### src/rtl/cpu_pkg.sv
// Shared widths and the fetch FSM state type for the CPU front end.
package cpu_pkg;

   localparam int PC_W        = 28;
   localparam int IMEM_ADDR_W = 8;
   localparam int INSTR_W     = 32;

   typedef enum logic [1:0] {
      ST_IDLE,
      ST_REQ,
      ST_INC,
      ST_ERR
   } fetch_state_t;

endpackage

### src/rtl/fetch_timeout_ctr.sv
// Counts request cycles without ack; expire is combinational on the last allowed wait cycle.
// No backpressure: clr dominates en, and the count freezes once expire is reached.
module fetch_timeout_ctr #(
   parameter int TIMEOUT_CYC = 16
) (
   input  logic clk,
   input  logic rst_n,
   input  logic clr,
   input  logic en,
   output logic expire
);

   localparam int            CW   = $clog2(TIMEOUT_CYC);
   localparam logic [CW-1:0] LAST = CW'(TIMEOUT_CYC - 1);

   logic [CW-1:0] cnt;

   assign expire = en && (cnt == LAST);

   always_ff @(posedge clk or negedge rst_n) begin
      if (!rst_n) begin
         cnt <= '0;
      end else if (clr) begin
         cnt <= '0;
      end else if (en && !expire) begin
         cnt <= cnt + CW'(1);
      end
   end

endmodule

### src/rtl/instr_fetch_unit.sv
// Fetches one word at pcout into IR, pulses incpc, flags a sticky error on ack timeout.
// Latency 1+wait cycles to IR; a held (unconsumed) IR blocks the next request.
module instr_fetch_unit #(
   parameter int ADDR_W      = cpu_pkg::IMEM_ADDR_W,
   parameter int INSTR_W     = cpu_pkg::INSTR_W,
   parameter int TIMEOUT_CYC = 16
) (
   input  logic                    clk,
   input  logic                    rst_n,
   input  logic                    run,
   input  logic [cpu_pkg::PC_W-1:0] pcout,
   output logic                    incpc,
   output logic [ADDR_W-1:0]       mem_addr,
   output logic                    mem_rd_req,
   input  logic                    mem_rd_ack,
   input  logic [INSTR_W-1:0]      mem_rdata,
   output logic [INSTR_W-1:0]      ir_out,
   output logic                    ir_valid,
   input  logic                    ir_ready,
   input  logic                    clr_err,
   output logic                    fetch_err
);

   import cpu_pkg::*;

   fetch_state_t state;
   logic         to_clr;
   logic         to_en;
   logic         to_expire;
   logic         unused_pc_hi;

   // Upper PC bits are outside imem; the word address simply wraps.
   assign unused_pc_hi = ^pcout[cpu_pkg::PC_W-1:ADDR_W];

   assign to_clr = (state != ST_REQ);
   assign to_en  = (state == ST_REQ) && !mem_rd_ack;

   fetch_timeout_ctr #(
      .TIMEOUT_CYC(TIMEOUT_CYC)
   ) u_timeout (
      .clk   (clk),
      .rst_n (rst_n),
      .clr   (to_clr),
      .en    (to_en),
      .expire(to_expire)
   );

   always_ff @(posedge clk or negedge rst_n) begin
      if (!rst_n) begin
         state      <= ST_IDLE;
         mem_addr   <= '0;
         mem_rd_req <= 1'b0;
         incpc      <= 1'b0;
         ir_out     <= '0;
         ir_valid   <= 1'b0;
         fetch_err  <= 1'b0;
      end else begin
         if (ir_valid && ir_ready) begin
            ir_valid <= 1'b0;
         end
         case (state)
            ST_IDLE: begin
               // Only start when the IR slot is free or being freed this cycle.
               if (run && (!ir_valid || ir_ready)) begin
                  mem_addr   <= pcout[ADDR_W-1:0];
                  mem_rd_req <= 1'b1;
                  state      <= ST_REQ;
               end
            end
            ST_REQ: begin
               if (mem_rd_ack) begin
                  ir_out     <= mem_rdata;
                  ir_valid   <= 1'b1;
                  mem_rd_req <= 1'b0;
                  incpc      <= 1'b1;
                  state      <= ST_INC;
               end else if (to_expire) begin
                  mem_rd_req <= 1'b0;
                  fetch_err  <= 1'b1;
                  state      <= ST_ERR;
               end
            end
            ST_INC: begin
               incpc <= 1'b0;
               state <= ST_IDLE;
            end
            ST_ERR: begin
               if (clr_err) begin
                  fetch_err <= 1'b0;
                  state     <= ST_IDLE;
               end
            end
            default: state <= ST_IDLE;
         endcase
      end
   end

endmodule
### config.mk
export PLATFORM = sky130hd
export DESIGN_NAME = instr_fetch_unit
export DESIGN_NICKNAME = d
export VERILOG_FILES = /design/src/rtl/cpu_pkg.sv /design/src/rtl/fetch_timeout_ctr.sv /design/src/rtl/instr_fetch_unit.sv
export SDC_FILE = /design/constraint.sdc
export NUM_CORES = 1
export LEC_CHECK = 0
export CORE_AREA = 2 2 80 82
export CTS_CLUSTER_DIAMETER = 120
export DETAILED_ROUTE_END_ITERATION = 10
export DIE_AREA = 0 0 82 84
export PLACE_DENSITY = 0.87
export SYNTH_ARGS = -nofsm -noshare
export SYNTH_HDL_FRONTEND = slang
export SYNTH_SLANG_ARGS = --single-unit
### constraint.sdc
create_clock -name clk -period 1.4 [get_ports clk]
set_clock_uncertainty 0.15 [all_clocks]
set_input_delay 0.28 -clock clk [delete_from_list [all_inputs] [get_ports clk]]
set_output_delay 0.28 -clock clk [all_outputs]
set_load 0.05 [all_outputs]
==> Word level (Yosys, flattened, before mapping) <==
Cells that the tools add are included.
{ "totals": {"ff_bits": 50, "inputBits": 66, "ram_bits": 0, "latch_bits": 0, "n_memories": 0, "romBits": 0, "output_inout_bits": 44} }
{ "op_classes": {"mul": 0, "bitwise": 0, "shift": 0, "div": 0, "n_eq_ne": 11, "mux": 20, "reduce_logical": 20, "addsub": 1, "order_cmp": 0} }
{ "ops": {"columns": ["cell", "count"], "rows": [
  ["$mux W1", 10],
  ["$mux W2", 4],
  ["$mux W4", 2],
  ["$ne A2 B2 Y1 const B", 4],
  ["$pmux W2 S4", 1],
  ["$reduce_bool A2 Y1", 4],
  ["$pmux W1 S2", 3],
  ["$reduce_and A2 Y1", 3],
  ["$reduce_and A3 Y1", 2],
  ["$logic_and A1 B1 Y1", 5],
  ["$add A4 B1 Y4 const B", 1],
  ["$eq A2 B2 Y1 const B", 2],
  ["$eq A4 B4 Y1 const B", 1],
  ["$ne A2 B1 Y1 const B", 2],
  ["$reduce_and A4 Y1", 1],
  ["$logic_not A1 Y1", 3],
  ["$ne A3 B2 Y1 const B", 1],
  ["$eq A2 B1 Y1 const B", 1],
  ["$logic_not A2 Y1", 1],
  ["$logic_or A1 B1 Y1", 1]
]} }

==> Depth between registers and ports, before layout <==
Gate-level depths: netlist of the first run.
{ "logic_depth": {"ltp_word": 7, "mapped_depth": 4, "mapped_depth_nobuf": 4} }

==> Cells and area by module <==
A second synthesis of the first run with hierarchy kept.
{ "unflattened": {"cells_unflattened": 136, "hier_area_um2": 2183.3} }
{ "by_module_without_submodules": {"columns": ["mod", "area_per_inst_um2", "cells_per_inst", "instances", "seq_area_each_um2"], "rows": [
  ["instr_fetch_unit", 1944.4, 115, 1, 1151.1],
  ["fetch_timeout_ctr", 239.0, 21, 1, 100.1]
]} }

==> Least setup slack after synthesis of the first run <==
Ideal clock, no wire load.
{ "synth_path": {"path_kind": "register -> register", "from": "reg ir_valid", "to": "reg mem_addr[0]", "path_stages_with_launch": 4, "arrival_time_ps": 1281, "slack_ps": -156, "setup_time_ps": 125, "path_buffers": 0, "synth_period_minus_slack_ps": 1556, "cell_sequence": "dfrtp_1 nand2b_1 nand3_2 mux2_2"} }
{ "synth_between": {"elab_chain_len": 4} }
{ "synth_rtl": {"columns": ["item", "line_no", "source"], "rows": [
  ["from (decl)", "instr_fetch_unit.sv:18", "output logic ir_valid,"],
  ["from (signal assigned)", "instr_fetch_unit.sv:55", "ir_valid <= 1'b0;"],
  ["from (signal assigned)", "instr_fetch_unit.sv:59", "ir_valid <= 1'b0;"],
  ["from (signal assigned)", "instr_fetch_unit.sv:73", "ir_valid <= 1'b1;"],
  ["$logic_not A1 Y1", "instr_fetch_unit.sv:64", "if (run && (!ir_valid || ir_ready)) begin"],
  ["$logic_or A1 B1 Y1", "instr_fetch_unit.sv:64", null],
  ["$logic_and A1 B1 Y1", "instr_fetch_unit.sv:64", null],
  ["$reduce_and A2 Y1 (no line)", null, null],
  ["to (signal assigned)", "instr_fetch_unit.sv:65", "mem_addr <= pcout[ADDR_W-1:0];"],
  ["to (decl)", "instr_fetch_unit.sv:13", "output logic [ADDR_W-1:0] mem_addr,"]
]} }
Every way passes these cells.
A chain may end at the register's enable or synchronous reset.

==> Worst setup path in the final report of the first run <==
{ "layout_path": {"from": "reg state[1]", "to": "reg ir_out[27]"} }
{ "layout_between": {"elab_chain_len": 2} }
{ "layout_rtl": {"columns": ["item", "line_no", "source"], "rows": [
  ["from (decl)", "instr_fetch_unit.sv:26", "fetch_state_t state;"],
  ["from (signal assigned)", "instr_fetch_unit.sv:50", "state <= ST_IDLE;"],
  ["from (signal assigned)", "instr_fetch_unit.sv:67", "state <= ST_REQ;"],
  ["from (signal assigned)", "instr_fetch_unit.sv:76", "state <= ST_INC;"],
  ["$eq A2 B1 Y1", "instr_fetch_unit.sv:61", "case (state)"],
  ["$reduce_and A2 Y1 (no line)", null, null],
  ["to (signal assigned)", "instr_fetch_unit.sv:72", "ir_out <= mem_rdata;"],
  ["to (decl)", "instr_fetch_unit.sv:17", "output logic [INSTR_W-1:0] ir_out,"]
]} }
Every way passes these cells.

==> results.cfg, run 1 <==
[clock_tree]
insertion_delay_ns = 0.29
cts_made_buffers = 5
cts_max_path_buffers = 2
cts_tree = yes
htree_levels = 2
clock_sinks = 50
clkSlewWorstSetupHoldPaths_ns = 0.09
root_buffer = clkbuf_8

[die]
core_area_sq_um = 6100
rows = 29
start_util_pct = 34.0
die_w_um = 82
die_area_sq_um = 6890
io-pin-count = 110
dieHeight_um = 84

[sta]
worst_slack_ns = -0.0702
tightestPinTransition_ns = 0.268
hold_violations = 0
finalMaxSlewViolations = 0
finalSetupViolCount = 31
fin_crit_sh_pct = 105
fmax_mhz = 680
maxSlewHeadroom_pct = 81.9
rsz0062_at_grt = yes
period_minus_slack_ns = 1.47

[critical_path]
worst-r2r-setup-slack_ns = -0.07
end_kind = register
crit_start = state[1]
worstSetupStartpointType = register
cp.arrival_ns = 1.50
worstReg2RegEnd = ir_out[27]
crit_end = ir_out[27]
criticalPathCategory = register to register
reg2regPathDepth = 4
crit_fanout = 14
timing.rr.start = state[1]
cp.required_ns = 1.43

[power_and_ir_drop]
switching_share_pct = 40.4
vdd_drop_max_mv = 1.73
switchingPower_mw = 4.46
p_seq_share_pct = 26.3
power.internal_mw = 6.57
power_density_nw_per_um2 = 2910
p_comb_share_pct = 62.8
p_leak_nw = 1.77
power_frac_clock_pct = 11.0

[place]
place_area_sq_um = 3580
dp_hpwl_um = 3700
pre_cts_slack_ns = -0.300
port_buffers = 89
gp_congestion = 0.796

[yosys]
synth_seq_cells = 50
yosysUniqueCellTypes = 24
syn_area_per_cell_sq_um = 15.8
netlist_instances = 131
seq_area_frac_synth_pct = 60.4
syn_nets = 198
syn_area_sq_um = 2070
yosysWarnings = 0

[global_route]
overflow = 0
grt_start_max_net_pins = 51
grt_pass1_vias = 1621
grt.total_usage_pct = 15.5
grt_pass1_wl_um = 8060
grt_antenna_before_repair = 0

[routing]
via_per_inst = 4.55
drcViolationCount = 0
dr_total_vias = 1429
drt_first_pass_iters = 4
drt_iter0_markers = 72
drtAntennaViolNets = 0
drt-total-wl_um = 4830
wl_per_cell_um = 15.4

[run_status]
failed_checks = negative setup slack
status = complete, but fails checks

[cells_and_area]
final_cell_area_sq_um = 3790
n_fill_cell = 457
area_growth_pct = 82.8
nNetsFinal = 303
drive_gt1_share_pct = 47.3
diodes = 0

[flow_run]
drv_cap = 0

[worst_hold_path]
min_path_type = input pin to async pin
[per-layer routing]
layer	up-vias	global-route usage [%]	part of all wire, %	wire length [um]
met1	708	18.0	38	1830
met4	0	3.18	0.37	18
li1	666	-	-	-
met3	2	6.17	7.3	351
met5	-	0	0	0
met2	53	26.6	54	2630
[cell usage after synthesis, drive strengths merged]
cell,count,area share (%)
nand2b,2,0.60
nor2,1,0.18
nand2,8,1.8
and3,1,0.30
nor2b,2,0.60
mux2,40,27
buf,3,1.6
nor3,2,0.48
a22oi,1,0.36
o21ai,3,0.72
inv,5,0.91
a31oi,1,0.30
ha,1,0.60
a211oi,1,0.36
nand3,3,0.97
nor4bb,1,0.48
a21oi,2,0.48
nand4b,1,0.42
mux2i,2,0.97
and2b,1,0.48
dfrtp,50,60
[worst min path at each step]
stage / cells past startpoint / start / slack [ns] / end
after global placement: 2 / rst_n / 0.14 / mem_addr[0]
after CTS: 3 / rst_n / 0.35 / mem_addr[5]
after global routing: 3 / rst_n / 0.37 / u_timeout.cnt[3]
after floorplan: 0 / rst_n / -0.17 / fetch_err
final: 3 / rst_n / 0.33 / mem_addr[0]
after detailed placement: 2 / rst_n / 0.14 / mem_addr[0]
[flip-flops by register name, indices dropped and copies added (netlist names)]
name / cells
ir_out: 32
mem_addr: 8
u_timeout.cnt: 4
state: 2
fetch_err: 1
incpc: 1
ir_valid: 1
mem_rd_req: 1
[cell families (layout without fill, tap and decap cells)]
group | after synthesis | after routing | share of synthesized area (%)
DFF | 50 | 50 | 60.4
and+or+nand+nor | 22 | 23 | 6.34
adders and majority gates | 1 | 1 | 0.603
muxes | 42 | 42 | 27.9
buffers and inverters | 8 | 113 | 2.53
AOI/OAI and AO/OA | 8 | 8 | 2.23
[through the flow]
stage          total power, mW  instances  setup TNS [ns]  utilization, %  hold WS [ns]
2_1_floorplan             6.16        131           -2.34               -        -0.166
3_3_place_gp              9.60        303          -11.58            58.8         0.136
3_5_place_dp              9.78        303          -12.61            58.8         0.142
4_1_cts                   11.1        314           -2.16            61.9         0.349
5_1_grt                   11.5        314           -3.71            62.2         0.373
6_report                  11.0        314           -1.73            62.2         0.328
[power groups by stage]
stage,registers [mW],clock network [mW],logic (mW)
detailed placement,2.93,0,6.85
global placement,2.87,0,6.73
finish,2.90,1.21,6.92
CTS,2.91,1.25,6.97
floorplan,4.77,0,1.38
global route,2.98,1.33,7.18
[repair_timing]
item / 4_1_cts / 5_1_grt
setup endpoints to repair: 40 / 40
resized for setup: 4 / 3
gates cloned: 1 / 0
hold endpoints to repair: 50 / 0
setup buffers: 1 / 0
hold buffers: 1 / 0
pin swaps: 1 / 0
[worst max-delay path, stage by stage (launching register included)]
cell	delay (ns)
dfrtp_1	0.38
and2b_4	0.26
nand2_4	0.08
buf_12	0.17
mux2_4	0.30
[placed cells by master (no fill, tap or decap), types with 3 or more instances in the layout]
cell type	netlist	final
inv_1	5	5
mux2_2	11	10
clkbuf_8	0	6
mux2_4	29	30
dfrtp_1	50	49
buf_4	0	7
nand2_1	7	7
buf_12	0	47
nand3_4	0	3
o21ai_0	3	3
clkdlybuf4s50_1	0	44
[area by class of cell]
class,instances,area [sq um],share of cell area (%)
clock inverter,2,60.1,1.58
inverter,5,18.8,0.495
multi-input combinational,74,831,21.9
timing repair buffer,100,1450,38.2
sequential,50,1250,33.0
tap,77,96.3,2.54
clock buffer,6,82.6,2.18
Power figures use the tool's default switching activity.
==> run 2, diff against run 1 <==
MAX_ROUTING_LAYER = met4   (was not set)
==> results.cfg, run 2 (synthesis results as in run 1) <==
[routing]
drt_iter0_markers = 74
dr_total_vias = 1435
via_per_inst = 4.57
wl_per_cell_um = 15.4
drt_first_pass_iters = 4
drt-total-wl_um = 4830
drcViolationCount = 0
drtAntennaViolNets = 0

[clock_tree]
cts_max_path_buffers = 2
cts_made_buffers = 5
cts_tree = yes
root_buffer = clkbuf_8
clkSlewWorstSetupHoldPaths_ns = 0.09
insertion_delay_ns = 0.29
clock_sinks = 50
htree_levels = 2

[global_route]
grt_antenna_before_repair = 0
grt.total_usage_pct = 16.0
grt_pass1_wl_um = 8060
grt_pass1_vias = 1628
grt_start_max_net_pins = 51
overflow = 0

[cells_and_area]
diodes = 0
top_register = ir_out
largest_register_ffs = 32
final_cell_area_sq_um = 3790
nNetsFinal = 303
area_growth_pct = 82.8
reg_top3 = ir_out: 32 flops, mem_addr: 8 flops, u_timeout.cnt: 4 flops
final_cell_mix = 49 x dfrtp_1, 47 x buf_12, 44 x clkdlybuf4s50_1
drive_gt1_share_pct = 47.3
layout.cells.non_filler = 314
final_common_cell = dfrtp_1

[power_and_ir_drop]
switching_share_pct = 40.4
p_leak_nw = 1.77
switchingPower_mw = 4.46
p_comb_share_pct = 62.8
vdd_drop_max_mv = 1.72
power.internal_mw = 6.57
p_seq_share_pct = 26.3
power_density_nw_per_um2 = 2910
power_frac_clock_pct = 11.0

[sta]
maxSlewHeadroom_pct = 81.9
rsz0062_at_grt = yes
hold_violations = 0
fin_crit_sh_pct = 105
finalMaxSlewViolations = 0
finalSetupViolCount = 31
worst_slack_ns = -0.0697
fmax_mhz = 680
tightestPinTransition_ns = 0.268
period_minus_slack_ns = 1.47

[die]
core_area_sq_um = 6100
die_area_sq_um = 6890
rows = 29
io-pin-count = 110
die_w_um = 82
dieHeight_um = 84
start_util_pct = 34.0

[place]
dp_hpwl_um = 3700
place_area_sq_um = 3580
pre_cts_slack_ns = -0.300
port_buffers = 89
dp.cells = 303
gp_congestion = 0.807

[critical_path]
criticalPathCategory = register to register
reg2regPathDepth = 4
end_kind = register
worstSetupStartpointType = register
cp.required_ns = 1.43
cp.arrival_ns = 1.50
crit_fanout = 14

[run_status]
failed_checks = negative setup slack
status = complete, but fails checks

[worst_hold_path]
min_path_type = input pin to async pin

[flow_run]
drv_cap = 0
## run 2: cell counts in the layout (fill, tap and decap cells not counted)
No cell type changed its count.
## run 2: routing by layer
layer / track usage (%) / up-vias / share of wire [%]
li1: - / 666 / -
met5: - / - / 0
met4: 3.18 / 0 / 0.37
met1: 18.7 / 714 / 38
met2: 26.8 / 53 / 55
met3: 5.09 / 2 / 6.4
## run 2: layout make-up
type / count / area (sq um)
Multi-Input combinational cell: 74 / 831
Sequential cell: 50 / 1250
Fill cell: 457 / 2310
Tap cell: 77 / 96.3
Timing Repair Buffer: 100 / 1450
Inverter: 5 / 18.8
Clock inverter: 2 / 60.1
Clock buffer: 6 / 82.6
## run 2: timing repair
action	4_1_cts	5_1_grt
endpoints found under the hold margin	50	0
setup buffers	1	0
hold buffers	1	0
gates cloned	1	0
pin swaps	1	0
setup endpoints to repair	40	40
gates resized for setup	4	3
## run 2: final timing paths
path / start / end / slack (ns)
max in group asynchronous: rst_n / ir_valid / 0.51
min in group clk: u_timeout.cnt[1] / u_timeout.cnt[1] / 0.41
min: rst_n / mem_addr[0] / 0.33
min reg2reg: u_timeout.cnt[1] / u_timeout.cnt[1] / 0.41
max reg2reg: state[1] / ir_out[27] / -0.07
max: state[1] / ir_out[27] / -0.07
## run 2: power by group through the flow
stage | clock network (mW) | logic, mW | registers, mW
floorplan | 0 | 1.38 | 4.77
CTS | 1.25 | 6.97 | 2.91
finish | 1.21 | 6.92 | 2.90
global route | 1.33 | 7.18 | 2.98
global placement | 0 | 6.73 | 2.87
detailed placement | 0 | 6.85 | 2.93
## run 2: metrics by stage
stage | utilization, % | TNS [ns] | power [mW] | hold WS, ns
floorplan | - | -2.34 | 6.16 | -0.166
global placement | 58.8 | -11.58 | 9.60 | 0.136
detailed placement | 58.8 | -12.61 | 9.78 | 0.142
CTS | 61.9 | -2.16 | 11.1 | 0.349
global route | 62.2 | -3.70 | 11.5 | 0.372
finish | 62.2 | -1.78 | 11.0 | 0.335
## run 2: worst max-delay path, cell delays in order, from the launching register on
cell and delay [ns]:
dfrtp_1 0.38, and2b_4 0.26, nand2_4 0.08, buf_12 0.17
mux2_4 0.30
